===== config.mk =====
export PLATFORM = sky130hd
export DESIGN_NAME = divider_arbiter
export DESIGN_NICKNAME = d
export VERILOG_FILES = /design/src/rtl/divider_arb_pkg.sv /design/src/rtl/divider_rr_pick.sv /design/src/rtl/divider_arbiter.sv
export SDC_FILE = /design/constraint.sdc
export NUM_CORES = 1
export LEC_CHECK = 0
export CAP_MARGIN = 20
export CORE_MARGIN = 3
export CORE_UTILIZATION = 25
export DETAILED_ROUTE_END_ITERATION = 16
export PLACE_DENSITY_LB_ADDON = 0.12
export SETUP_SLACK_MARGIN = 0.5
export SYNTH_ARGS = -nofsm -noshare
export SYNTH_HDL_FRONTEND = slang
export SYNTH_HIERARCHICAL = 1
export SYNTH_SLANG_ARGS = --single-unit

===== constraint.sdc =====
create_clock -name Clk -period 1.7 [get_ports Clk]
set_clock_uncertainty 0.05 [all_clocks]
set_input_delay 0.34 -clock Clk [delete_from_list [all_inputs] [get_ports Clk]]
set_output_delay 0.34 -clock Clk [all_outputs]
set_load 0.02 [all_outputs]

===== src/rtl/divider_arb_pkg.sv =====
// Shared constants for the divider arbiter: default operand width
// and the binary FSM state encoding.
package divider_arb_pkg;

    localparam int DEF_WIDTH = 4;

    localparam logic [2:0] ST_IDLE  = 3'd0;
    localparam logic [2:0] ST_START = 3'd1;
    localparam logic [2:0] ST_WAIT  = 3'd2;
    localparam logic [2:0] ST_DACK  = 3'd3;
    localparam logic [2:0] ST_RESP  = 3'd4;

endpackage


===== src/rtl/divider_rr_pick.sv =====
// Combinational two-way round-robin pick.
// Ports: Req0/Req1 requests, Ptr priority pointer; Valid any request,
// Sel winning requester index.
module divider_rr_pick (
    input  logic Req0,
    input  logic Req1,
    input  logic Ptr,
    output logic Valid,
    output logic Sel
);

    assign Valid = Req0 | Req1;

    // Ptr only matters on a tie; a sole requester always wins.
    assign Sel = (Req0 && Req1) ? Ptr : Req1;

endmodule


===== src/rtl/divider_arbiter.sv =====
// Two-requester front end sharing one iterative divider.
// Ports: Clk, Reset (sync, active-high); Req/X/Y/Ack per requester;
// Gnt/Done per requester; Quotient, Remainder, DivErr result;
// Div_* handshake and operands towards the divider.
module divider_arbiter
    import divider_arb_pkg::*;
#(
    parameter int WIDTH = DEF_WIDTH
) (
    input  logic             Clk,
    input  logic             Reset,
    input  logic             Req0,
    input  logic             Req1,
    input  logic [WIDTH-1:0] X0,
    input  logic [WIDTH-1:0] Y0,
    input  logic [WIDTH-1:0] X1,
    input  logic [WIDTH-1:0] Y1,
    input  logic             Ack0,
    input  logic             Ack1,
    output logic             Gnt0,
    output logic             Gnt1,
    output logic             Done0,
    output logic             Done1,
    output logic [WIDTH-1:0] Quotient,
    output logic [WIDTH-1:0] Remainder,
    output logic             DivErr,
    output logic [WIDTH-1:0] Div_Xin,
    output logic [WIDTH-1:0] Div_Yin,
    output logic             Div_Start,
    output logic             Div_Ack,
    input  logic             Div_Done,
    input  logic [WIDTH-1:0] Div_Quotient,
    input  logic [WIDTH-1:0] Div_Remainder
);

    logic [2:0]       state;
    logic             ptr;
    logic             sel;
    logic             pick_valid;
    logic             pick_sel;
    logic             ack_sel;
    logic [WIDTH-1:0] win_x;
    logic [WIDTH-1:0] win_y;

    divider_rr_pick u_pick (
        .Req0  (Req0),
        .Req1  (Req1),
        .Ptr   (ptr),
        .Valid (pick_valid),
        .Sel   (pick_sel)
    );

    assign ack_sel = sel ? Ack1 : Ack0;
    assign win_x   = pick_sel ? X1 : X0;
    assign win_y   = pick_sel ? Y1 : Y0;

    // Div_Start and Div_Ack are registered from their states, so each
    // shows one cycle after START/DACK and is a single-cycle pulse.
    always_ff @(posedge Clk) begin
        if (Reset) begin
            state     <= ST_IDLE;
            ptr       <= 1'b0;
            sel       <= 1'b0;
            Gnt0      <= 1'b0;
            Gnt1      <= 1'b0;
            Done0     <= 1'b0;
            Done1     <= 1'b0;
            Quotient  <= '0;
            Remainder <= '0;
            DivErr    <= 1'b0;
            Div_Xin   <= '0;
            Div_Yin   <= '0;
            Div_Start <= 1'b0;
            Div_Ack   <= 1'b0;
        end else begin
            Gnt0      <= 1'b0;
            Gnt1      <= 1'b0;
            Div_Start <= 1'b0;
            Div_Ack   <= 1'b0;
            unique case (state)
                ST_IDLE: begin
                    if (pick_valid) begin
                        sel     <= pick_sel;
                        Gnt0    <= ~pick_sel;
                        Gnt1    <= pick_sel;
                        Div_Xin <= win_x;
                        Div_Yin <= win_y;
                        if (win_y == '0) begin
                            // Zero divisor: answer locally, bypass divider.
                            Quotient  <= '1;
                            Remainder <= win_x;
                            DivErr    <= 1'b1;
                            Done0     <= ~pick_sel;
                            Done1     <= pick_sel;
                            state     <= ST_RESP;
                        end else begin
                            state <= ST_START;
                        end
                    end
                end
                ST_START: begin
                    Div_Start <= 1'b1;
                    state     <= ST_WAIT;
                end
                ST_WAIT: begin
                    if (Div_Done) begin
                        Quotient  <= Div_Quotient;
                        Remainder <= Div_Remainder;
                        DivErr    <= 1'b0;
                        state     <= ST_DACK;
                    end
                end
                ST_DACK: begin
                    Div_Ack <= 1'b1;
                    Done0   <= ~sel;
                    Done1   <= sel;
                    state   <= ST_RESP;
                end
                ST_RESP: begin
                    if (ack_sel) begin
                        Done0 <= 1'b0;
                        Done1 <= 1'b0;
                        ptr   <= ~sel;
                        state <= ST_IDLE;
                    end
                end
                default: state <= ST_IDLE;
            endcase
        end
    end

endmodule

==> Yosys cells after proc, flatten, opt, wreduce, memory -nomap -nowiden <==
Cells that the tools add are included.
{ "word_totals": {"output_inout_bits": 23, "register_bits": 28, "input_bits": 31} }
{ "classes": {"bitwise_logic": 5, "reduce_logical": 11, "n_mux": 30, "n_eq_ne": 8} }
{ "op_table": {"columns": ["cell", "count"], "rows": [
  ["$mux 4", 8],
  ["$pmux 4 s2", 2],
  ["$pmux 3 s5", 1],
  ["$mux 1", 12],
  ["$mux 3", 4],
  ["$ne 2x2->1 const B", 4],
  ["$reduce_and 4->1", 2],
  ["$eq 3x2->1 const B", 2],
  ["$pmux 1 s3", 2],
  ["$logic_not 4->1", 1],
  ["$not 1->1", 4],
  ["$reduce_and 2->1", 2],
  ["$eq 3x1->1 const B", 1],
  ["$eq 3x3->1 const B", 1],
  ["$logic_not 3->1", 1],
  ["$reduce_and 3->1", 1],
  ["$reduce_bool 3->1", 1],
  ["$reduce_or 3->1", 1],
  ["$pmux 1 s2", 1],
  ["$reduce_bool 2->1", 1],
  ["$logic_and 1x1->1", 1],
  ["$or 1x1->1", 1]
]} }

==> Longest topological paths before layout <==
Gate-level depths: netlist of run 1.
{ "logic_depth": {"depth_word": 7, "mapped_depth": 8, "depth_no_buf": 6} }

==> Hierarchy <==
Netlist of run 1, hierarchy kept.
{ "by_module_without_submodules": {"columns": ["mod", "instances", "seq_area_each_um2", "cells_per_inst", "area_per_inst_um2"], "rows": [
  ["divider_arbiter", 1, 560.5, 137, 1297.5],
  ["divider_rr_pick", 1, 0.0, 3, 17.5]
]} }

==> Worst setup path before layout of run 1 <==
Ideal clock, no wire load.
{ "synth_path": {"kind": "flip-flop to flip-flop", "start": "reg ptr", "end": "reg Remainder[0]", "period_less_slack_ns": 1.508, "path_slack_ns": 0.192, "t_arrival_ns": 1.334, "t_required_ns": 1.526, "setup_ns": 0.124, "path_stages_with_launch": 9, "path_cell_list": "dfxtp_1 inv_1 a21boi_1 buf_6 buf_2 mux2i_1 nand2_1 o211ai_1 mux2i_1"} }
{ "synth_via": {"elab_chain_cells": 5, "word_cells_on_any_way": 9, "classes_between": "eq/ne (1); mux (6); reduce/logical (2)"} }
{ "synth_lines": {"columns": ["item", "line", "rtl"], "rows": [
  ["start: declaration", "divider_arbiter.sv:37", "logic ptr;"],
  ["start signal: assignment", "divider_arbiter.sv:123", "ptr <= ~sel;"],
  ["$mux 1 *", "divider_rr_pick.sv:15", "assign Sel = (Req0 && Req1) ? Ptr : Req1;"],
  ["net pick_sel", "divider_arbiter.sv:40", "logic pick_sel;"],
  ["$mux 4, on equally long branches", "divider_arbiter.sv:55, divider_arbiter.sv:54", null],
  ["$logic_not 4->1 / $mux 4 (equally long branches)", "divider_arbiter.sv:88", "if (win_y == '0) begin"],
  ["$ne 2x2->1 (no line) / $mux 4 (equally long branches)", null, null],
  ["$reduce_and 4->1 (no line) / $pmux 4 s2 (equally long branches)", null, null],
  ["end signal: assignment", "divider_arbiter.sv:91", "Remainder <= win_x;"],
  ["end signal: assignment", "divider_arbiter.sv:108", "Remainder <= Div_Remainder;"],
  ["end: declaration", "divider_arbiter.sv:25", "output logic [WIDTH-1:0] Remainder,"]
]} }
The timed path passes the listed nets; every way through them passes the cells marked *. The select of a mux whose other input is x is not followed.
A chain may end at the register's enable or synchronous reset.

==> Final worst setup path of run 1 <==
{ "layout_path": {"start": "reg ptr", "end": "reg Quotient[3]"} }
{ "layout_via": {"elab_chain_cells": 5} }
{ "layout_lines": {"columns": ["item", "line", "rtl"], "rows": [
  ["$mux 1", "divider_rr_pick.sv:15", null],
  ["net pick_sel", "divider_arbiter.sv:40", null],
  ["$mux 4", "divider_arbiter.sv:55", "assign win_y = pick_sel ? Y1 : Y0;"],
  ["$logic_not 4->1", "divider_arbiter.sv:88", null],
  ["$ne 2x2->1 (no line)", null, null],
  ["$reduce_and 4->1 (no line)", null, null],
  ["end signal: assignment", "divider_arbiter.sv:107", "Quotient <= Div_Quotient;"],
  ["end: declaration", "divider_arbiter.sv:24", "output logic [WIDTH-1:0] Quotient,"]
]} }
The timed path passes the listed nets, and every way through them passes these cells.

==> flow_metrics.env, run 1 <==
export IMPL_yosys_mux_area_fraction=0.115
export IMPL_arrival_ns=1.67
export IMPL_hold_viol=0
export IMPL_initial_core_util=0.268
export IMPL_clock_fmax_mhz=648
export IMPL_synth_top_area_cell="dfxtp_1"
export IMPL_diodes=0
export IMPL_p_leak_uw=0.000923
export IMPL_synth_edff_count=0
export IMPL_fin_crit_ns=1.54
export IMPL_synth_distinct_cells=39
export IMPL_post_dp_hpwl_um=2760
export IMPL_gr_usage_all_layers=0.125
export IMPL_path_class="reg -> reg"
export IMPL_htree_levels=1
export IMPL_dieArea_um2=6170
export IMPL_drive_gt1_frac=0.481
export IMPL_io_buffer_count=53
export IMPL_critical_path_required_ns=1.82
export IMPL_fin_area_um2=2220
export IMPL_reg2reg_depth=7
export IMPL_rsz0062_at_grt="yes"
export IMPL_fp_dieH_um=78.5
export IMPL_cts_inserted_buffers=3
export IMPL_yosysSeqAreaShare=0.426
export IMPL_synth_fp_nets=171
export IMPL_coreArea_um2=4910
export IMPL_cpPeakStageDelay_ns=0.35
export IMPL_outcome="completed"
export IMPL_fin_crit_sh=0.908
export IMPL_grt_pass1_vias=1322
export IMPL_synth_top_area_frac=0.426
export IMPL_hold_depth=2
export IMPL_grtUsageMet1=0.165
export IMPL_drc=0
export IMPL_start_kind="register"
export IMPL_syn_inst=140
export IMPL_maxSlewViolCount=0
export IMPL_antenna_found_initial=0
export IMPL_first_iter_violations=87
export IMPL_nets=244
export IMPL_reg2reg_to="Quotient[3]"
export IMPL_synth_area_leaders="dfxtp_1 (43%), mux2i_1 (11%), nand2_1 (4.9%)"
export IMPL_num_io_pins=54
export IMPL_synthFlopType="dfxtp_1"
export IMPL_ant_nets=0
export IMPL_holdCritPathClass="reg -> reg"
export IMPL_whs_ns=0.416
export IMPL_place_area_um2=2040
export IMPL_synth_seq_cells=28
export IMPL_tritoncts="yes"
export IMPL_synth_compound_area_frac=0.178
export IMPL_finalSetupViolations=0
export IMPL_rows=25
export IMPL_worst_pin_slew_ns=0.306
export IMPL_drt_total_wl_um=3730
export IMPL_busiest_layer="met2"
export IMPL_avgSynthCellArea_um2=9.39
export IMPL_synth_xor_area_frac=0.00666
export IMPL_yosys_warnings=6
export IMPL_cts_clk_slew_worst_paths_ns=0.10
export IMPL_cts_root_buf="clkbuf_8"
export IMPL_hold_end="Remainder[0]"
export IMPL_grt_max_degree=17
export IMPL_viasPerCell=4.62
export IMPL_grt_overflow_total=0
export IMPL_cp_num_buf_inv=2
export IMPL_cp_max_fo=6
export IMPL_ir_drop_uv=501
export IMPL_worstHoldStart="Remainder[0]"
export IMPL_synth_simple_area_share=0.205
export IMPL_gp_congestion=0.815
export IMPL_clk_path_buf_depth=2
export IMPL_grt_pass1_wl_um=6230
export IMPL_synth_adder_area_share=0
export IMPL_syn2layout_area_growth_pct=69.1
export IMPL_slew_headroom=0.795
export IMPL_r2r_slack_ns=0.16
export IMPL_cts_sinks=28
export IMPL_slowest_stage="dfxtp_2"
export IMPL_first_pass_iters=4
export IMPL_endpoint_kind="register"
export IMPL_avgRoutedWirePerCell_um=13.4
export IMPL_grt_met2_usage=0.199
export IMPL_syn_cell_area_um2=1320
export IMPL_regToRegStartpoint="ptr"
export IMPL_num_vias=1290
export IMPL_power_density_nw_per_um2=1010
export IMPL_synth_top_family_by_area="simple AND/OR/NAND/NOR gates"
export IMPL_crit_chain="inv_2, a21boi_4, nor3_2, a22oi_2, buf_4, o21ai_2, o221a_2"
export IMPL_die_x_um=78.5
export IMPL_clk_latency_ns=0.27
export IMPL_synth_async_sr_flop_share=0
export IMPL_grt_use_met3=0.0333
export IMPL_cap_viol_max_count=0
export IMPL_critical_path_top_delay_family="compound AO/OA/AOI/OAI gates"
sequential cells by signal, summed over array words and instances, names as in the netlist:
register,flops
Div_Yin,4
DivErr,1
Div_Xin,4
Div_Start,1
sel,1
Div_Ack,1
ptr,1
Remainder,4
state,3
Done1,1
Quotient,4
Gnt1,1
Gnt0,1
Done0,1
how the worst max path moves through the flow:
stage	startpoint	endpoint	cells after the start
after floorplan	Req1	Done0	6
after global placement	Y1[0]	Done0	5
after detailed placement	Req1	Done1	6
after CTS	ptr	Remainder[2]	6
after global routing	ptr	Done0	6
final	ptr	Quotient[3]	7
synth_stat cells, types with 2 or more instances:
cell type / count
nor3_1: 3
nand2_1: 17
a211oi_1: 8
nor3b_1: 2
and3_1: 2
dfxtp_1: 28
o221a_2: 4
a21oi_1: 5
inv_1: 3
buf_6: 4
a31oi_1: 2
nor2_1: 12
clkbuf_1: 3
buf_4: 2
o211ai_1: 5
mux2i_1: 14
nand3_1: 3
nor4_1: 2
metal layers:
| layer | wire length, um | part of all wire |
|---|---|---|
| met1 | 1720 | 0.46 |
| met2 | 1710 | 0.46 |
| met3 | 287 | 0.077 |
| met4 | 23 | 0.0062 |
| met5 | 0 | 0 |
power breakdown:
group	switching [uW]	leakage, uW	internal [uW]	total [uW]
Clock	219	0.0000357	315	534
Sequential	82.1	0.000236	767	849
Combinational	417	0.000651	437	854
cells by family after synthesis:
| group | after synthesis |
|---|---|
| buffers and inverters | 14 |
| DFF | 28 |
| xor gates and xnor gates | 1 |
| and+or+nand+nor | 52 |
| muxes | 15 |
| AOI/OAI and AO/OA | 30 |
layout make-up:
type	instances	area (um2)
sequential	28	586
multi-input combinational	98	795
clock buffer	3	41.3
fill	483	2690
clock inverter	1	30.0
inverter	3	15.0
tap	67	83.8
timing repair buffer	79	673
per-stage QoR:
step | TNS, ns | setup WS, ns | utilization | power (uW) | instances
2_1_floorplan | 0 | 0.281 | - | 1350 | 140
3_3_place_gp | -5.11 | -0.320 | 0.415 | 1650 | 266
3_5_place_dp | -5.84 | -0.363 | 0.415 | 1650 | 266
4_1_cts | 0 | 0.150 | 0.426 | 2190 | 275
5_1_grt | 0 | 0.0551 | 0.453 | 2380 | 279
6_report | 0 | 0.156 | 0.453 | 2240 | 279
worst min-delay path, delay by kind of cell, from the launching register on:
family / cells / cell delay (ns)
flops: 1 / 0.33
mux: 1 / 0.06
simple gates: 1 / 0.05
what timing repair did:
action                                  4_1_cts  5_1_grt
hold buffers                                  0        0
gates resized for setup                     119       38
pin swaps                                     9        6
endpoints found under the setup margin       48       46
buffers inserted                              5        4
cells in the final DEF (no fill, tap or decap), types with 2 or more instances in the layout:
cell type	instances
mux2i_2	5
clkdlybuf4s50_1	23
nor2_1	11
buf_2	2
o211ai_1	5
a211oi_2	8
nand2_1	16
dfxtp_4	3
a31oi_1	2
mux2i_1	9
dfxtp_2	11
dfxtp_1	14
buf_6	4
o221a_2	4
buf_4	43
nor3_1	2
dlygate4sd2_1	6
nand3_1	3
a21oi_1	4
clkbuf_8	3
Power figures use the tool's default switching activity.
==> run 2: changes to the inputs <==
==> constraint.sdc (replaced) <==
create_clock -name Clk -period 1.7 [get_ports Clk]
set_clock_uncertainty 0.05 [all_clocks]
set_input_delay 0.255 -clock Clk [delete_from_list [all_inputs] [get_ports Clk]]
set_output_delay 0.255 -clock Clk [all_outputs]
set_load 0.02 [all_outputs]
==> run 2 against run 1 <==
- non-clock buffer count increased by 8
- sequential power decreased by 2.6%
- global-route usage increased by 0.70 points
- clock power decreased by 33%
- cell area increased by 7.5%
==> flow_metrics.env, run 2 (same netlist as run 1, synthesis figures left out) <==
export IMPL_endpoint_kind="register"
export IMPL_r2r_slack_ns=0.14
export IMPL_ir_drop_uv=582
export IMPL_grt_overflow_total=0
export IMPL_p_leak_uw=0.000981
export IMPL_busiest_layer="met2"
export IMPL_fp_dieH_um=78.5
export IMPL_fin_crit_sh=0.916
export IMPL_reg2reg_depth=8
export IMPL_slowest_stage="dfxtp_2"
export IMPL_drive_gt1_frac=0.489
export IMPL_cts_inserted_buffers=3
export IMPL_hold_viol=0
export IMPL_first_pass_iters=4
export IMPL_first_iter_violations=41
export IMPL_io_buffer_count=53
export IMPL_regToRegStartpoint="ptr"
export IMPL_dieArea_um2=6170
export IMPL_cap_viol_max_count=0
export IMPL_grt_pass1_wl_um=6580
export IMPL_die_x_um=78.5
export IMPL_nets=252
export IMPL_viasPerCell=4.68
export IMPL_gp_congestion=0.814
export IMPL_grt_met2_usage=0.230
export IMPL_worst_pin_slew_ns=0.471
export IMPL_gr_usage_all_layers=0.132
export IMPL_rsz0062_at_grt="yes"
export IMPL_clk_latency_ns=0.27
export IMPL_path_class="reg -> reg"
export IMPL_syn2layout_area_growth_pct=81.7
export IMPL_fin_area_um2=2390
export IMPL_outcome="completed"
export IMPL_tritoncts="yes"
export IMPL_cts_sinks=28
export IMPL_cp_num_buf_inv=4
export IMPL_ctsHoldBuffers=0
export IMPL_cts_root_buf="clkbuf_8"
export IMPL_rows=25
export IMPL_finalSetupViolations=0
export IMPL_maxSlewViolCount=0
export IMPL_slew_headroom=0.686
export IMPL_num_vias=1339
export IMPL_tns_ns=0
export IMPL_antenna_found_initial=0
export IMPL_reg2reg_to="Quotient[3]"
export IMPL_cts_clk_slew_worst_paths_ns=0.09
export IMPL_final_cell_mix="dfxtp_1 (24), clkdlybuf4s50_1 (24), buf_2 (18), buf_4 (18), nand2_1 (16)"
export IMPL_start_kind="register"
export IMPL_cpPeakStageDelay_ns=0.33
export IMPL_holdCritPathClass="in -> reg"
export IMPL_hold_end="Div_Yin[0]"
export IMPL_initial_core_util=0.268
export IMPL_critical_path_top_delay_family="compound AO/OA/AOI/OAI gates"
export IMPL_grtUsageMet1=0.157
export IMPL_hold_depth=3
export IMPL_place_area_um2=2010
export IMPL_avgRoutedWirePerCell_um=14.3
export IMPL_cp_max_fo=6
export IMPL_finalNonFillerCells=286
export IMPL_power_density_nw_per_um2=956
export IMPL_diodes=0
export IMPL_arrival_ns=1.68
export IMPL_grt_use_met3=0.0413
export IMPL_critical_path_required_ns=1.82
export IMPL_clk_path_buf_depth=2
export IMPL_final_fill_count=475
export IMPL_whs_ns=0.380
export IMPL_grt_max_degree=17
export IMPL_drt_total_wl_um=4100
export IMPL_post_dp_hpwl_um=2820
export IMPL_worstHoldStart="Y1[0]"
export IMPL_num_io_pins=54
export IMPL_grt_pass1_vias=1420
export IMPL_fin_crit_ns=1.56
export IMPL_clock_fmax_mhz=642
export IMPL_drc=0
export IMPL_htree_levels=1
export IMPL_totalPowerFinal_uw=2280
export IMPL_coreArea_um2=4910
export IMPL_dp_cells=264
export IMPL_ant_nets=0
export IMPL_crit_chain="inv_2, a21boi_2, buf_6, buf_12, a22oi_2, buf_4, o21ai_2, o221a_2"
[run 2: changes by cell type in the layout (fill, tap and decap cells not counted), moves of 3 or more]
| cell | change |
|---|---|
| dfxtp_2 | -10 |
| mux2i_4 | +3 |
| buf_2 | +16 |
| buf_6 | +5 |
| buf_4 | -25 |
| clkdlybuf4s15_2 | +3 |
| dfxtp_1 | +10 |
| buf_12 | +4 |
[run 2: worst reg2reg max path, delay by kind of cell, from the launching register on]
| kind | cells | cell delay [ns] |
|---|---|---|
| compound gates | 4 | 0.59 |
| flops | 1 | 0.33 |
| buf+inv | 4 | 0.47 |
[run 2: metal layers]
metal | share of wire | vias to the layer above
met5 | 0 | -
met4 | 0.0088 | 0
met3 | 0.056 | 4
met2 | 0.51 | 42
met1 | 0.43 | 627
li1 | - | 666
[run 2: layout make-up]
| cell class | count | area, um2 | share of cell area |
|---|---|---|---|
| sequential | 28 | 573 | 0.240 |
| inverter | 3 | 13.8 | 0.00576 |
| timing repair buffer | 87 | 818 | 0.342 |
| tap | 67 | 83.8 | 0.0351 |
| clock buffer | 3 | 41.3 | 0.0173 |
| multi-input combinational | 98 | 860 | 0.360 |
[run 2: how the worst max path moves through the flow]
stage                      from            to  slack, ns  depth (start not counted)
after CTS                   ptr  Remainder[2]       0.14                          7
after global placement    Y1[0]         Done0      -0.25                          6
after global routing        ptr         Done0       0.05                          7
after detailed placement   Req1  Remainder[2]      -0.29                          7
after floorplan             ptr         Done1       0.31                          6
final                       ptr   Quotient[3]       0.14                          8
[run 2: through the flow]
stage | utilization | setup slack (ns)
after floorplan | - | 0.308
after global placement | 0.410 | -0.249
after detailed placement | 0.410 | -0.293
after CTS | 0.473 | 0.142
after global routing | 0.487 | 0.0515
final | 0.487 | 0.142
[run 2: timing repair]
action | 4_1_cts | 5_1_grt
resized for setup | 109 | 41
setup buffers | 11 | 6
setup endpoints to repair | 48 | 41
pin swaps | 16 | 15
cloned | 2 | 0
[run 2: power by group]
| group | switching (uW) | internal, uW | total (uW) |
|---|---|---|---|
| Clock | 197 | 159 | 356 |
| Sequential | 67.5 | 759 | 827 |
| Combinational | 509 | 593 | 1100 |
| Total | 773 | 1510 | 2280 |
==> run 3: changes to the inputs <==
--- a/config.mk
+++ b/config.mk
@@ -6,7 +6,6 @@
 export NUM_CORES = 1
 export LEC_CHECK = 0
 export CAP_MARGIN = 20
-export CORE_MARGIN = 3
 export CORE_UTILIZATION = 25
 export DETAILED_ROUTE_END_ITERATION = 16
 export PLACE_DENSITY_LB_ADDON = 0.12
==> run 3 against run 2 <==
- wire length decreased by 11%
- core utilization decreased by 6.4 points
- combinational power decreased by 26%
- first-iteration DRC count increased by 27%
- critical path depth decreased by 1
- fmax increased by 0.69%
- critical path type unchanged
- largest cell class unchanged
- highest routed layer unchanged
==> flow_metrics.env, run 3 (same netlist as run 1, synthesis figures left out) <==
export IMPL_clock_fmax_mhz=646
export IMPL_cts_sinks=28
export IMPL_grt_max_degree=17
export IMPL_top_layer="met4"
export IMPL_cts_inserted_buffers=3
export IMPL_grt_overflow_total=0
export IMPL_power_density_nw_per_um2=962
export IMPL_grt_pass1_vias=1398
export IMPL_p_leak_uw=0.000895
export IMPL_tns_ns=0
export IMPL_crit_chain="inv_2, a21boi_2, buf_6, nor3_2, a22oi_2, o21a_2, mux2i_1"
export IMPL_power_internal_uw=1370
export IMPL_place_area_um2=2010
export IMPL_r2r_slack_ns=0.15
export IMPL_final_fill_count=525
export IMPL_reg2reg_to="Remainder[1]"
export IMPL_syn2layout_area_growth_pct=63.0
export IMPL_maxSlewViolCount=0
export IMPL_totalPowerFinal_uw=2060
export IMPL_regToRegStartpoint="ptr"
export IMPL_start_kind="register"
export IMPL_worstHoldStart="Reset"
export IMPL_outcome="completed"
export IMPL_num_vias=1304
export IMPL_fin_crit_sh=0.910
export IMPL_avgRoutedWirePerCell_um=13.0
export IMPL_cts_root_buf="clkbuf_8"
export IMPL_dieArea_um2=5550
export IMPL_endpoint_kind="register"
export IMPL_power_switching_uw=695
export IMPL_final_util=0.422
export IMPL_hold_depth=2
export IMPL_final_cell_mix="dfxtp_1 (24), clkdlybuf4s50_1 (23), buf_2 (20), nand2_1 (17), buf_4 (16)"
export IMPL_clk_latency_ns=0.27
export IMPL_pwr_share_clk=0.202
export IMPL_htree_levels=1
export IMPL_first_pass_iters=4
export IMPL_slew_headroom=0.781
export IMPL_worst_pin_slew_ns=0.327
export IMPL_nets=243
export IMPL_die_x_um=74.5
export IMPL_rsz0062_at_grt="yes"
export IMPL_drc=0
export IMPL_tritoncts="yes"
export IMPL_path_class="reg -> reg"
export IMPL_pwr_share_seq=0.405
export IMPL_grt_pass1_wl_um=5980
export IMPL_drt_met1_wl_um=1580
export IMPL_wl_met2_um=1920
export IMPL_reg2reg_depth=7
export IMPL_coreArea_um2=5070
export IMPL_post_dp_hpwl_um=2680
export IMPL_ir_drop_uv=372
export IMPL_antenna_found_initial=0
export IMPL_num_io_pins=54
export IMPL_diodes=0
export IMPL_fin_area_um2=2140
export IMPL_arrival_ns=1.70
export IMPL_cpPeakStageDelay_ns=0.35
export IMPL_viasPerCell=4.64
export IMPL_power_switching_share=0.337
export IMPL_cts_clk_slew_worst_paths_ns=0.10
export IMPL_io_buffer_count=53
export IMPL_p_comb_frac=0.393
export IMPL_whs_ns=0.320
export IMPL_slowest_stage="dfxtp_2"
export IMPL_drt_total_wl_um=3660
export IMPL_ant_nets=0
export IMPL_hold_end="DivErr"
export IMPL_holdCritPathClass="in -> reg"
export IMPL_fin_crit_ns=1.55
export IMPL_fp_dieH_um=74.5
export IMPL_first_iter_violations=52
export IMPL_final_common_cell="dfxtp_1"
export IMPL_gr_usage_all_layers=0.142
export IMPL_gp_congestion=0.836
export IMPL_cap_viol_max_count=0
export IMPL_hold_viol=0
export IMPL_clk_path_buf_depth=2
export IMPL_finalSetupViolations=0
export IMPL_cp_max_fo=7
export IMPL_routed_wl_met3_um=130
export IMPL_drive_gt1_frac=0.408
export IMPL_rows=26
export IMPL_ctsHoldBuffers=0
export IMPL_critical_path_required_ns=1.85
export IMPL_initial_core_util=0.259
run 3: changes by cell type in the layout (fill, tap and decap cells not counted), moves of 3 or more:
cell      delta
a211oi_1     +3
a211oi_2     -3
buf_12       -4
mux2i_1      +3
mux2i_2      -3
run 3: worst max-delay path by stage:
stage / end / depth (start not counted) / slack [ns] / start
2_1_floorplan: Done1 / 6 / 0.31 / ptr
3_3_place_gp: Done0 / 6 / -0.24 / Y1[0]
3_5_place_dp: Remainder[1] / 7 / -0.28 / Req1
4_1_cts: Remainder[1] / 7 / 0.08 / ptr
5_1_grt: Remainder[0] / 9 / 0.07 / ptr
6_report: Remainder[1] / 7 / 0.15 / ptr
run 3: final cells by class:
| type | instances | area, um2 | share of cell area |
|---|---|---|---|
| Inverter | 3 | 15.0 | 0.00701 |
| Multi-Input combinational cell | 98 | 772 | 0.360 |
| Tap cell | 70 | 87.6 | 0.0409 |
| Timing Repair Buffer | 77 | 641 | 0.299 |
| Timing Repair inverter | 1 | 5.00 | 0.00234 |
| Sequential cell | 28 | 568 | 0.265 |
| Clock buffer | 4 | 55.1 | 0.0257 |
run 3: per-stage QoR:
stage | worst slack, ns | std cells
after floorplan | 0.308 | 140
final | 0.153 | 281
after CTS | 0.0820 | 278
after detailed placement | -0.277 | 270
after global placement | -0.239 | 270
after global routing | 0.0713 | 281
run 3: repair_timing:
| action | 4_1_cts | 5_1_grt |
|---|---|---|
| pin swaps | 9 | 7 |
| setup endpoints to repair | 48 | 38 |
| setup buffers | 4 | 2 |
| cloned | 0 | 1 |
| resized for setup | 101 | 26 |
run 3: layer usage:
metal  vias up  track usage
met4         0       0.0713
met5         -            0
met3         4       0.0285
li1        645            -
met1       623        0.159
met2        32        0.255
run 3: worst max-delay path, delay by kind of cell, from the launching register on:
family          cells  cell delay [ns]
compound gates      3             0.64
buf+inv             2             0.17
flops               1             0.35
mux                 1             0.21
simple gates        1             0.04
run 3: power groups by stage:
stage,clock network [uW],logic [uW],registers [uW]
4_1_cts,439,790,834
3_3_place_gp,0,781,843
5_1_grt,466,884,851
2_1_floorplan,0,406,913
3_5_place_dp,0,788,843
6_report,417,811,835
